<file path="src/rtl/exc_commit_ctrl_pkg.sv">
// Shared definitions for the WB-stage exception/ERET commit sequencer.
// The cause codes must stay in sync with the CP0 Cause.ExcCode encoding.
package exc_commit_ctrl_pkg;

    localparam logic [4:0] EX_INT  = 5'd0;
    localparam logic [4:0] EX_ADEL = 5'd4;
    localparam logic [4:0] EX_ADES = 5'd5;
    localparam logic [4:0] EX_SYS  = 5'd8;
    localparam logic [4:0] EX_BP   = 5'd9;
    localparam logic [4:0] EX_RI   = 5'd10;
    localparam logic [4:0] EX_OV   = 5'd12;

    // Bit positions inside wb_exflags.
    localparam int EXF_ADEL_IF = 5;
    localparam int EXF_RI      = 4;
    localparam int EXF_OV      = 3;
    localparam int EXF_SYS     = 2;
    localparam int EXF_BP      = 1;
    localparam int EXF_MEM     = 0;

    typedef enum logic [1:0] {
        ST_RUN      = 2'd0,
        ST_FLUSH    = 2'd1,
        ST_REDIRECT = 2'd2
    } state_e;

    typedef enum logic [1:0] {
        BADV_NONE = 2'd0,
        BADV_PC   = 2'd1,
        BADV_MEM  = 2'd2
    } badv_sel_e;

    typedef struct packed {
        logic      has_cause;
        logic [4:0] excode;
        badv_sel_e badv_sel;
    } prio_t;

endpackage

</file>
<file path="src/rtl/exc_commit_ctrl_prio_enc.sv">
// Combinational cause picker: pending interrupt plus per-instruction flags
// reduced to the single highest-priority exception and its BadVAddr source.
module exc_commit_ctrl_prio_enc
    import exc_commit_ctrl_pkg::*;
(
    input  logic       int_pend,
    input  logic [5:0] exflags,
    input  logic       mem_we,
    output prio_t      prio
);

    always_comb begin
        prio = '{has_cause: 1'b1, excode: EX_INT, badv_sel: BADV_NONE};
        if (int_pend) begin
            prio.excode = EX_INT;
        end else if (exflags[EXF_ADEL_IF]) begin
            prio.excode   = EX_ADEL;
            prio.badv_sel = BADV_PC;
        end else if (exflags[EXF_RI]) begin
            prio.excode = EX_RI;
        end else if (exflags[EXF_OV]) begin
            prio.excode = EX_OV;
        end else if (exflags[EXF_SYS]) begin
            prio.excode = EX_SYS;
        end else if (exflags[EXF_BP]) begin
            prio.excode = EX_BP;
        end else if (exflags[EXF_MEM]) begin
            // One flag covers both data-side address errors; the access type splits them.
            prio.excode   = mem_we ? EX_ADES : EX_ADEL;
            prio.badv_sel = BADV_MEM;
        end else begin
            prio.has_cause = 1'b0;
        end
    end

endmodule

</file>
<file path="src/rtl/exc_commit_ctrl.sv">
// WB-stage exception/ERET commit sequencer: strobes CP0, drains the pipe for a
// fixed number of cycles, then hands the fetch redirect to IF via valid/ready.
module exc_commit_ctrl
    import exc_commit_ctrl_pkg::*;
#(
    parameter logic [31:0] EX_ENTRY  = 32'hbfc00380,
    parameter int          FLUSH_CYC = 2
) (
    input  logic        clk,
    input  logic        rst,
    input  logic        wb_valid,
    input  logic [31:0] wb_pc,
    input  logic        wb_bd,
    input  logic [5:0]  wb_exflags,
    input  logic        wb_mem_we,
    input  logic [31:0] wb_mem_addr,
    input  logic        wb_eret,
    input  logic        has_int,
    input  logic [31:0] c0_epc,
    input  logic        redirect_ready,
    output logic        wb_allowin,
    output logic        wb_ex,
    output logic        wb_ex_bd,
    output logic [31:0] wb_ex_pc,
    output logic [4:0]  wb_excode,
    output logic [31:0] wb_badvaddr,
    output logic        eret_flush,
    output logic        pipe_flush,
    output logic        redirect_valid,
    output logic [31:0] redirect_pc
);

    localparam int CNT_W = $clog2(FLUSH_CYC + 1);
    localparam logic [CNT_W-1:0] CNT_LAST = CNT_W'(FLUSH_CYC - 1);

    state_e           state_q, state_d;
    logic [CNT_W-1:0] cnt_q, cnt_d;
    logic [31:0]      target_q, target_d;
    logic             int_pend_q, int_pend_d;

    prio_t prio;
    logic  trig_ex, trig_eret;

    exc_commit_ctrl_prio_enc u_prio (
        .int_pend (int_pend_q),
        .exflags  (wb_exflags),
        .mem_we   (wb_mem_we),
        .prio     (prio)
    );

    // Masked by rst so the async reset window never leaks a strobe to CP0.
    assign trig_ex   = ~rst && state_q == ST_RUN && wb_valid && prio.has_cause;
    assign trig_eret = ~rst && state_q == ST_RUN && wb_valid && wb_eret && !prio.has_cause;

    always_ff @(posedge clk or posedge rst) begin
        if (rst) begin
            state_q    <= ST_RUN;
            cnt_q      <= '0;
            target_q   <= '0;
            int_pend_q <= 1'b0;
        end else begin
            state_q    <= state_d;
            cnt_q      <= cnt_d;
            target_q   <= target_d;
            int_pend_q <= int_pend_d;
        end
    end

    always_comb begin
        state_d    = state_q;
        cnt_d      = cnt_q;
        target_d   = target_q;
        // A taken interrupt is consumed even if has_int is still high this cycle.
        int_pend_d = has_int && !(trig_ex && int_pend_q);
        case (state_q)
            ST_RUN: begin
                if (trig_ex) begin
                    state_d  = ST_FLUSH;
                    cnt_d    = '0;
                    target_d = EX_ENTRY;
                end else if (trig_eret) begin
                    state_d  = ST_FLUSH;
                    cnt_d    = '0;
                    target_d = c0_epc;
                end
            end
            ST_FLUSH: begin
                if (cnt_q == CNT_LAST) state_d = ST_REDIRECT;
                else                   cnt_d   = cnt_q + 1'b1;
            end
            ST_REDIRECT: begin
                if (redirect_ready) state_d = ST_RUN;
            end
            default: state_d = ST_RUN;
        endcase
    end

    always_comb begin
        wb_allowin     = 1'b0;
        wb_ex          = 1'b0;
        wb_ex_bd       = 1'b0;
        wb_ex_pc       = '0;
        wb_excode      = '0;
        wb_badvaddr    = '0;
        eret_flush     = 1'b0;
        pipe_flush     = 1'b0;
        redirect_valid = 1'b0;
        redirect_pc    = '0;
        case (state_q)
            ST_RUN: begin
                wb_allowin = !(trig_ex || trig_eret);
                pipe_flush = trig_ex || trig_eret;
                eret_flush = trig_eret;
                wb_ex      = trig_ex;
                if (trig_ex) begin
                    wb_ex_bd  = wb_bd;
                    wb_ex_pc  = wb_pc;
                    wb_excode = prio.excode;
                    case (prio.badv_sel)
                        BADV_PC:  wb_badvaddr = wb_pc;
                        BADV_MEM: wb_badvaddr = wb_mem_addr;
                        default:  wb_badvaddr = '0;
                    endcase
                end
            end
            ST_FLUSH: pipe_flush = 1'b1;
            ST_REDIRECT: begin
                redirect_valid = 1'b1;
                redirect_pc    = target_q;
            end
            default: ;
        endcase
    end

endmodule

</file>
<file path="config.mk">
export PLATFORM = sky130hd
export DESIGN_NAME = exc_commit_ctrl
export DESIGN_NICKNAME = d
export VERILOG_FILES = /design/src/rtl/exc_commit_ctrl_pkg.sv /design/src/rtl/exc_commit_ctrl_prio_enc.sv /design/src/rtl/exc_commit_ctrl.sv
export SDC_FILE = /design/constraint.sdc
export NUM_CORES = 1
export LEC_CHECK = 0
export CAP_MARGIN = 25
export CORE_MARGIN = 2
export CORE_UTILIZATION = 31
export DETAILED_ROUTE_END_ITERATION = 7
export PLACE_DENSITY = 0.86
export SKIP_LAST_GASP = 1
export SLEW_MARGIN = 20
export SYNTH_ARGS = -nofsm -noshare
export SYNTH_HDL_FRONTEND = slang
export SYNTH_SLANG_ARGS = --single-unit
export TNS_END_PERCENT = 100
</file>
<file path="constraint.sdc">
create_clock -name clk -period 2.1 [get_ports clk]
set_input_delay 0.42 -clock clk [delete_from_list [all_inputs] [get_ports clk]]
set_output_delay 0.42 -clock clk [all_outputs]
set_load 0.05 [all_outputs]
</file>
==> results of run 1 <==
-- synthesized netlist by cell type --
library cell | instances | share of area, %
buf_6 | 2 | 0.97
or2_2 | 1 | 0.27
o21ai_1 | 1 | 0.22
and4_1 | 2 | 0.75
nor4_4 | 1 | 0.91
a21oi_2 | 1 | 0.38
inv_1 | 5 | 0.81
buf_2 | 12 | 2.6
and2_1 | 65 | 17
and3_1 | 1 | 0.27
or4b_4 | 1 | 0.59
o21bai_1 | 1 | 0.32
nor2b_1 | 2 | 0.54
nor2_1 | 5 | 0.81
a31oi_4 | 1 | 0.91
conb_1 | 1 | 0.16
nor3b_1 | 1 | 0.32
o22ai_1 | 2 | 0.54
ha_1 | 1 | 0.54
nor3_4 | 1 | 0.70
clkbuf_1 | 4 | 0.65
or3b_2 | 1 | 0.38
nor4b_2 | 1 | 0.65
nand4_1 | 1 | 0.27
a22o_1 | 52 | 20
buf_4 | 2 | 0.65
a211oi_1 | 1 | 0.32
or4_1 | 1 | 0.32
nand2_1 | 5 | 0.81
nor3_1 | 2 | 0.43
a21oi_1 | 2 | 0.43
o22a_1 | 12 | 4.5
a31o_4 | 1 | 0.75
a21boi_1 | 1 | 0.32
dfrtp_1 | 37 | 40
-- cell type report --
class,instances,area [um2]
Timing Repair Buffer,262,3740
Multi-Input combinational cell,168,1800
Sequential cell,37,927
Fill cell,192,519
Tap cell,99,124
Clock buffer,5,68.8
Clock inverter,3,46.3
Inverter,5,18.8
Antenna cell,6,15.0
-- worst max-delay path, stage by stage (launching register included) --
cell and delay [ns]:
dfrtp_2 0.46, or4b_4 0.56, nor3_4 0.18, buf_12 0.18
buf_12 0.15, a22o_4 0.18, buf_12 0.14
-- layout by cell type, fill, tap and decap left out, drive strengths merged, types with 3 or more instances in the layout --
cell type      count
inv                5
clkdlybuf4s15      4
diode              6
nor2               5
nor3               3
o22a              12
a22o              52
dfrtp             37
clkbuf             7
dlygate4sd2        4
clkdlybuf4s50    101
and2              65
nand2              5
a21oi              3
buf              151
-- metrics by stage --
step / cells / area (um2) / util, %
finish: 585 / 6730 / 92.8
global route: 585 / 6730 / 92.8
CTS: 570 / 6460 / 89.1
detailed placement: 555 / 6190 / 85.3
global placement: 555 / 6190 / 85.3
floorplan: 230 / 2710 / -
-- routing by layer --
| layer | track usage (%) | vias to the layer above |
|---|---|---|
| li1 | - | 1343 |
| met1 | 40.9 | 1786 |
| met2 | 73.6 | 364 |
| met3 | 13.3 | 161 |
| met4 | 25.0 | 0 |
| met5 | 0 | - |
-- state kept, by name (all words and copies together) (netlist names) --
register / cells
target_q: 32
int_pend_q: 1
cnt_q: 2
state_q: 2
-- power by group through the flow --
stage / combinational [mW] / clock [mW] / sequential (mW)
final: 3.37 / 0.669 / 0.815
after floorplan: 1.33 / 0 / 0.814
after global routing: 3.41 / 0.692 / 0.816
after detailed placement: 2.81 / 0 / 0.800
after CTS: 2.90 / 0.642 / 0.789
after global placement: 2.74 / 0 / 0.797
-- what timing repair did --
item,CTS,global route
pin swaps,22,18
gates cloned,2,4
setup endpoints to repair,111,105
hold buffers,0,0
setup buffers,5,5
gates resized for setup,35,48
-- cells by family after synthesis --
family	after synthesis	share of synthesized area, %
flip-flops	37	39.8
adder cells (fa/ha/maj)	1	0.538
AO/OA/AOI/OAI	75	28.3
buffers and inverters	25	5.65
other	1	0.161
AND/OR/NAND/NOR	91	25.5
-- worst min-delay path by stage --
stage | start | end | slack (ns) | cells after the start
6_report | rst | target_q[9] | 0.52 | 4
5_1_grt | rst | target_q[9] | 0.53 | 4
4_1_cts | rst | target_q[9] | 0.43 | 4
3_3_place_gp | target_q[5] | target_q[5] | 0.48 | 1
3_5_place_dp | target_q[1] | target_q[1] | 0.49 | 1
2_1_floorplan | target_q[16] | target_q[16] | 0.46 | 1
==> key figures, run 1 <==
Outcome
  – Status: finished, violations left
  – Violated checks: negative setup slack

STA
  – Hold_ws: between 0.5 and 0.6 ns
  – RSZ-0062 raised after global routing: yes
  – Tmin final: 2.59 ns
  – Setup violators final: around 110
  – Hold Vio Cnt, Final: 0
  – Max Slew Vio Count: 0
  – Peak Freq: 386 MHz
  – Fin Setup TNS: -34.67 ns
  – Clock skew: 0.0132 ns
  – Final critical-path share of the clock period: 123%
  – Setup WS post-layout: -0.490 ns
  – Max-slew headroom: between 60% and 70%
  – Worst-margin pin slew: about 0.52 ns

Clocking
  – Max clock buf depth: 2
  – H-tree levels: 2
  – TritonCTS buffer count: 5
  – Clock transition at path regs: 0.09 ns
  – CTS tree: built
  – Clock latency on the worst-skew pair: slightly above 0.3 ns
  – Root Buffer: clkbuf_8
  – Clock sinks: 37

Route
  – Met3 wire length: 2.13 mm
  – Via density per instance: between 6 and 7
  – DR iter-0 viols: 234
  – Drc violations: 0
  – Detailed Routing Iterations Pass 1: 6
  – Met2 WL post-DR: between 9 and 10 mm
  – Wire per inst: 34.7 um
  – Max layer used: met4
  – Drt total wl: about 20 mm
  – Wl on met1: between 6 and 7 mm
  – Routed Antenna Nets: 0
  – Vias: roughly 3700

Power and ir drop
  – Clock share of power: 13.8%
  – Leak: around 2.9 nW
  – Net Switching: about 2.1 mW
  – Part of the power in registers: 16.8%
  – Gate power share: 69.4%
  – Internal power: ~2.7 mW
  – Switch share: a little over two fifths
  – Total Power: around 4.9 mW
  – Maximum VDD drop: ~1.0 mV
  – Pwr per Cell Area: ~700 nW/um2

Setup path
  – CP Launch Point: state_q[1]
  – Worst EP required: roughly 1.7 ns
  – CP endpoint kind: output port
  – Crit path to: wb_badvaddr[30]
  – Worst r2r dst: target_q[16]
  – Critical path class: register to output port
  – Reg2Reg Setup Slack: 0 ns
  – Worst reg2reg startpoint: state_q[1]
  – Critical path launch point type: register
  – Crit-path max FO: 8
  – Worst Path Arrival: between 2 and 2.5 ns
  – Worst R2R Path Depth: 5

Synthesis
  – Cells after Synth: 230
  – Post-synth cell types: 35
  – Register area share after synthesis: approximately two fifths
  – Syn Std Cell Area: approximately 2300 um2
  – Synth warnings: 0
  – Synth Register Bits: 37
  – Post-synthesis net count: 341
  – Syn avg cell area: 10.1 um2

Final layout
  – Layout Nets: 590
  – Area grow syn2layout: 190%
  – Layout cells sized above 1: 59.2%

Die
  – Full die area: 8210 um2
  – Die width: 90.6 um
  – FP Rows: 31
  – Die height: 90.6 um
  – IO Pins: 217
  – Core Region: 7250 um2
  – Initial Util: 32.1%

Global route
  – Gr ovfl total: 0
  – GR Util All Layers: 41.0%
  – Global-route wire length before repair: 25.0 mm
  – Vias in the first global route: approximately 3700
  – Initial antenna violation count: 5
  – Pin count of the biggest net entering global routing: 26

Placed design
  – HPWL after DPL: between 10 and 15 mm
  – Dpl ws: -0.634 ns
  – Port-buffer cells: between 200 and 250
  – Routability cong.: about 0.84

Flow run
  – MaxCap Viol Count: 0

Worst hold path
  – Worst hold path class: input port to asynchronous set/reset pin
No activity file was read; power rests on OpenSTA's default activity.
==> run 2, diff against run 1 <==
--- a/config.mk
+++ b/config.mk
@@ -9,6 +9,7 @@
 export CORE_MARGIN = 2
 export CORE_UTILIZATION = 31
 export DETAILED_ROUTE_END_ITERATION = 7
+export MAX_ROUTING_LAYER = met4
 export PLACE_DENSITY = 0.86
 export SKIP_LAST_GASP = 1
 export SLEW_MARGIN = 20
==> constraint.sdc (replaced) <==
create_clock -name clk -period 2.55 [get_ports clk]
set_input_delay 0.51 -clock clk [delete_from_list [all_inputs] [get_ports clk]]
set_output_delay 0.51 -clock clk [all_outputs]
set_load 0.05 [all_outputs]
==> run 2 against run 1 <==
  * The run still ends with negative setup slack left
  * Count of clock-buffer cells in the layout grew 2
  * Register-to-register slack gained 0.43 ns
  * Sequential share of layout area is 1.9 points higher
  * Non-clock buffer count decreased by 16
  * Critical endpoint is now wb_badvaddr[6]
  * Total power fell by 34%
  * Die area unchanged
  * Design area shrank 12%
  * Critical path depth did not move
  * Global-route usage fell by 11 points
  * Largest cell class unchanged
  * First-iteration DRC count is 52% lower
==> key figures, run 2 (synthesis results as in run 1) <==
Outcome
  – Status: finished, violations left
  – Violated checks: negative setup slack

Flow run
  – MaxCap Viol Count: 0 (unchanged)

Setup path
  – CP endpoint kind: output port
  – CP top delay family: simple AND/OR/NAND/NOR gates
  – Crit-path max FO: 8 (unchanged)
  – Critical path class: register to output port
  – Critical path launch point type: register
  – Crit path cell chain: or4b_4, nor3_4, buf_6, buf_16, a22o_1, buf_12
  – Reg2Reg Setup Slack: 0.43 ns (+0.43 ns)
  – Slowest CP cell: or4b_4
  – Worst EP required: 2.04 ns (+0.36 ns)
  – Worst path max stage delay: 0.58 ns (+0.02 ns)
  – Worst Path Arrival: 2.16 ns (about the same)
  – WP buf/inv: 3 (unchanged)

Global route
  – GRT met2 Usage: 54.7% (-19 points)
  – Gr ovfl total: 0 (unchanged)
  – GR Util All Layers: 30.3% (-11 points)
  – Global Route met1 Usage: 32.1% (-8.8 points)
  – Met3 usage: 8.43% (-4.8 points)
  – Vias in the first global route: 3140 (-14%)
  – Busiest grt layer: met2
  – Initial antenna violation count: 0 (-5)
  – Pin count of the biggest net entering global routing: 38 (+46%)
  – Global-route wire length before repair: 18.8 mm (-25%)

Die
  – Core Region: 7250 um2 (unchanged)
  – Die height: 90.6 um (unchanged)
  – IO Pins: 217 (unchanged)
  – Die width: 90.6 um (unchanged)
  – Initial Util: 32.1% (unchanged)
  – Full die area: 8210 um2 (unchanged)
  – FP Rows: 31 (unchanged)

Clocking
  – Clock latency on the worst-skew pair: 0.28 ns (-0.03 ns)
  – Cts hold-fix bufs: 0 (unchanged)
  – Max clock buf depth: 2 (unchanged)
  – Clock sinks: 37 (unchanged)
  – TritonCTS buffer count: 5 (unchanged)
  – CTS tree: built
  – H-tree levels: 2 (unchanged)
  – Clock transition at path regs: 0.08 ns (about the same)
  – Root Buffer: clkbuf_8

Route
  – Detailed Routing Iterations Pass 1: 4 (-2)
  – Wire per inst: 24.0 um (-31%)
  – Routed Antenna Nets: 0 (unchanged)
  – Drt total wl: 13.5 mm (-33%)
  – Vias: 2988 (-18%)
  – Via density per instance: 5.31 (-15%)
  – DR iter-0 viols: 112 (-52%)
  – Drc violations: 0 (unchanged)

Final layout
  – Max reg flops: 32 (unchanged)
  – Regs by FF count: target_q: 32 flops, cnt_q: 2 flops, state_q: 2 flops
  – Layout Nets: 574 (-2.7%)
  – Commonest non-fill, non-tap cell in the layout: clkdlybuf4s50_1
  – Non-filler cells, final: 563 (-3.8%)
  – Ant diodes: 0 (-6)
  – Most frequent cells in the layout: 102 x clkdlybuf4s50_1, 77 x buf_12, 55 x buf_4
  – Layout cells sized above 1: 44.2% (-15 points)
  – Reg with most FFs: target_q
  – Area grow syn2layout: 154%

STA
  – RSZ-0062 raised after global routing: yes
  – Peak Freq: 375 MHz
  – Clock skew: 0.00719 ns (-0.00603 ns)
  – Setup WS post-layout: -0.115 ns (+0.374 ns)
  – Max Slew Vio Count: 0 (unchanged)
  – Final critical-path share of the clock period: 105%
  – Tmin final: approximately 2.7 ns
  – Setup violators final: 65 (-39%)
  – Hold Vio Cnt, Final: 0 (unchanged)

Power and ir drop
  – Pwr per Cell Area: 542 nW/um2 (-25%)
  – Leak: 2.62 nW (-10%)
  – Maximum VDD drop: 0.536 mV (-49%)
  – Total Power: 3.20 mW (-34%)

Placed design
  – DP Cell Count: 547 (-1.4%)
  – Port-buffer cells: 215 (unchanged)
  – HPWL after DPL: 9.03 mm (-18%)
  – Routability cong.: 0.848 (+1.1%)

Worst hold path
  – Worst hold path class: input port to asynchronous set/reset pin
run 2: cell types whose count changed in the layout (fill, tap and decap cells not counted), moves of 3 or more:
cell	before	now
a22o_1	20	24
buf_6	7	2
buf_4	28	55
and2_4	61	6
buf_12	113	77
a22o_4	32	28
and2_2	4	9
and2_1	0	50
diode_2	6	0
nor2_1	2	5
run 2: tightest hold or removal path: stages:
cell,delay [ns]
buf_2,0.11
buf_4,0.14
inv_1,0.05
buf_4,0.40
run 2: layout make-up:
| cell class | count | area [um2] |
|---|---|---|
| Clock buffer | 7 | 96.3 |
| Clock inverter | 1 | 8.76 |
| Fill cell | 371 | 1350 |
| Inverter | 5 | 18.8 |
| Multi-Input combinational cell | 168 | 1590 |
| Sequential cell | 37 | 926 |
| Tap cell | 99 | 124 |
| Timing Repair Buffer | 246 | 3140 |
run 2: report_power, final:
| part | switching (mW) | internal (mW) |
|---|---|---|
| Sequential | 0.0254 | 0.621 |
| Clock | 0.213 | 0.250 |
| Combinational | 1.17 | 0.920 |
run 2: per-stage QoR:
step                      area (um2)  setup slack (ns)  hold slack, ns  setup TNS [ns]  util (%)
final                           5910            -0.115           0.489           -3.89      81.4
after global placement          5370            -0.209           0.480          -10.67      74.1
after detailed placement        5370            -0.241           0.483          -12.56      74.1
after floorplan                 2350            0.0794           0.464               0         -
after CTS                       5790           -0.0671           0.505          -0.948      79.8
after global routing            5910            -0.169           0.526           -7.07      81.4
run 2: timing repair:
item | in CTS | in global routing
endpoints found under the setup margin | 71 | 69
cloned | 3 | 1
setup buffers | 5 | 1
pin swaps | 5 | 32
gates resized for setup | 33 | 22
run 2: final timing paths:
kind / from / to / cells past startpoint
worst min register to register: target_q[20] / target_q[20] / 1
worst min-delay path: rst / cnt_q[0] / 4
worst max register to register: state_q[0] / target_q[4] / 6
min in group clk: target_q[20] / target_q[20] / 1
max in group asynchronous: rst / target_q[9] / 4
worst max-delay path: state_q[0] / wb_badvaddr[6] / 6
run 2: layer usage:
layer	part of all wire, %	vias to the layer above
met3	6.9	38
met4	3.0	0
met2	53	158
li1	-	1308
met5	0	-
met1	37	1484
==> run 3, diff against run 2 <==
--- a/config.mk
+++ b/config.mk
@@ -6,9 +6,9 @@
 export NUM_CORES = 1
 export LEC_CHECK = 0
 export CAP_MARGIN = 25
-export CORE_MARGIN = 2
 export CORE_UTILIZATION = 31
 export DETAILED_ROUTE_END_ITERATION = 7
+export HOLD_SLACK_MARGIN = 0.1
 export MAX_ROUTING_LAYER = met4
 export PLACE_DENSITY = 0.86
 export SKIP_LAST_GASP = 1
==> run 3 against run 2 <==
  * The run still ends with negative setup slack left
  * Register-to-register slack improved by 0.13 ns
  * Worst setup slack gained 0.020 ns
  * Count of clock-buffer cells in the layout fell by 1
  * Wire length increased by 0.58%
  * Critical path depth unchanged
  * Critical path type unchanged
==> key figures, run 3 (synthesis results as in run 1) <==
Outcome
  – Status: finished, violations left
  – Violated checks: negative setup slack

Route
  – Wire per inst: 24.1 um (+0.41%)
  – Routed Antenna Nets: 0 (unchanged)
  – Vias: 3078 (+3.0%)
  – Drc violations: 0 (unchanged)
  – DR iter-0 viols: 112 (unchanged)
  – Via density per instance: 5.46 (+2.8%)
  – Detailed Routing Iterations Pass 1: 4 (unchanged)
  – Drt total wl: 13.6 mm (+0.58%)

Power and ir drop
  – Total Power: 3.19 mW (-0.38%)
  – Maximum VDD drop: 0.703 mV (+31%)
  – Net Switching: 1.41 mW (about the same)
  – Pwr per Cell Area: 537 nW/um2 (-0.86%)
  – Gate power share: 67.4% (+2.1 points)
  – Leak: 2.63 nW (+0.56%)
  – Switch share: 44.2% (+0.16 points)
  – Clock share of power: 12.3% (-2.1 points)
  – Internal power: 1.78 mW (-0.66%)
  – Part of the power in registers: 20.3% (about the same)

Clocking
  – CTS tree: built
  – Clock sinks: 37 (unchanged)
  – Clock transition at path regs: 0.08 ns (about the same)
  – H-tree levels: 2 (unchanged)
  – Cts hold-fix bufs: 0 (unchanged)
  – TritonCTS buffer count: 5 (unchanged)
  – Root Buffer: clkbuf_8
  – Clock latency on the worst-skew pair: 0.29 ns (about the same)
  – Max clock buf depth: 2 (unchanged)

Setup path
  – Critical path class: register to output port
  – Worst R2R Path Depth: 5 (-1)
  – Worst r2r dst: target_q[11]
  – Worst EP required: 2.04 ns (about the same)
  – Worst Path Arrival: 2.13 ns (-0.03 ns)
  – Critical path launch point type: register
  – Worst reg2reg startpoint: state_q[1]
  – CP endpoint kind: output port
  – Crit-path max FO: 8 (unchanged)
  – Reg2Reg Setup Slack: 0.56 ns (+0.13 ns)
  – CP Launch Point: state_q[1]
  – Crit path to: wb_badvaddr[1]

Global route
  – Global-route wire length before repair: 16.0 mm (-15%)
  – GR Util All Layers: 28.4% (-2.0 points)
  – Vias in the first global route: 2883 (-8.2%)
  – Initial antenna violation count: 3 (+3)
  – Gr ovfl total: 0 (unchanged)
  – Pin count of the biggest net entering global routing: 33 (-13%)

Die
  – Die width: 88.6 um (-2.2%)
  – Initial Util: 32.1% (unchanged)
  – IO Pins: 217 (unchanged)
  – Die height: 88.6 um (-2.2%)
  – Full die area: 7850 um2 (-4.4%)
  – Core Region: 7250 um2 (unchanged)
  – FP Rows: 31 (unchanged)

Final layout
  – Commonest non-fill, non-tap cell in the layout: clkdlybuf4s50_1
  – Final Util: 81.8% (+0.40 points)
  – Layout cells sized above 1: 46.3% (+2.1 points)
  – Non-filler cells, final: 564 (+0.18%)
  – Regs by FF count: target_q: 32 flops, cnt_q: 2 flops, state_q: 2 flops
  – Most frequent cells in the layout: 101 x clkdlybuf4s50_1, 77 x buf_12, 49 x buf_4
  – Layout Nets: 573 (-0.17%)
  – Fill cells: 372 (+0.27%)
  – Reg with most FFs: target_q
  – Area grow syn2layout: 155%
  – Max reg flops: 32 (unchanged)

Placed design
  – Routability cong.: 0.884 (+4.1%)
  – HPWL after DPL: 8.60 mm (-4.8%)
  – Port-buffer cells: 215 (unchanged)
  – DP Cell Count: 544 (-0.55%)
  – Dpl ws: -0.230 ns (+0.0110 ns)

STA
  – Hold Vio Cnt, Final: 0 (unchanged)
  – Fin Setup TNS: -1.80 ns (+2.09 ns)
  – Setup violators final: 33 (-49%)
  – Clock skew: 0.0129 ns (+0.00567 ns)
  – Peak Freq: 378 MHz (+0.77%)
  – RSZ-0062 raised after global routing: yes
  – Final critical-path share of the clock period: 104% (-0.80 points)
  – Max Slew Vio Count: 0 (unchanged)
  – Setup WS post-layout: -0.0949 ns (+0.0204 ns)
  – Tmin final: 2.64 ns (-0.0204 ns)

Flow run
  – MaxCap Viol Count: 0 (unchanged)

Worst hold path
  – Worst hold path class: input port to asynchronous set/reset pin
==> run 3: changes by cell type in the layout (fill, tap and decap cells not counted), sizes merged <==
| cell | change |
|---|---|
| diode | +3 |
| buf | -1 |
| bufbuf | -1 |
| dlymetal6s2s | +2 |
| dlygate4sd2 | -1 |
| inv | -1 |
| clkdlybuf4s50 | -1 |
| clkinv | +1 |
==> run 3: worst min-delay path by stage <==
| stage | from | endpoint | slack, ns | cells past startpoint |
|---|---|---|---|---|
| after detailed placement | target_q[10] | target_q[10] | 0.48 | 1 |
| after floorplan | target_q[0] | target_q[0] | 0.46 | 1 |
| after CTS | rst | target_q[9] | 0.47 | 3 |
| final | rst | target_q[9] | 0.38 | 3 |
| after global placement | target_q[6] | target_q[6] | 0.48 | 1 |
| after global routing | rst | target_q[11] | 0.42 | 3 |
==> run 3: power by group through the flow <==
stage               clock, mW  combinational, mW  sequential (mW)
global placement            0               1.92            0.653
finish                  0.392               2.15            0.647
detailed placement          0               1.95            0.657
CTS                     0.401               2.04            0.646
global route            0.426               2.22            0.649
floorplan                   0               1.00            0.668
==> run 3: final cells by class <==
class / instances / area, um2 / area share [%]
Timing Repair Buffer: 245 / 3170 / 53.4
Multi-Input combinational cell: 168 / 1610 / 27.1
Sequential cell: 37 / 926 / 15.6
Tap cell: 99 / 124 / 2.09
Clock buffer: 6 / 72.6 / 1.22
Inverter: 5 / 18.8 / 0.316
Clock inverter: 1 / 8.76 / 0.148
Antenna cell: 3 / 7.51 / 0.127
==> run 3: per-layer routing <==
metal	part of all wire [%]	wire (um)	global-route usage, %	vias to the layer above
li1	-	-	-	1312
met4	5.4	739	7.62	0
met1	36	4940	30.9	1531
met3	7.4	1000	5.69	48
met5	0	0	-	-
met2	51	6910	52.2	187
==> run 3: critical path: stages, from the launching register on <==
cell and delay [ns]:
dfrtp_1 0.38, or4b_4 0.59, nor3_4 0.23, buf_6 0.14
buf_8 0.14, a22o_1 0.21, buf_12 0.15
==> run 3: timing repair <==
action	CTS	global route
buffers inserted	2	3
gates resized for setup	29	42
pin swaps	4	16
endpoints found under the setup margin	71	55
gates cloned	2	3
==> run 3: through the flow <==
stage               cell area (um2)  hold slack (ns)
global route                   5930            0.422
CTS                            5580            0.475
finish                         5930            0.378
global placement               5360            0.480
detailed placement             5360            0.483
floorplan                      2350            0.464
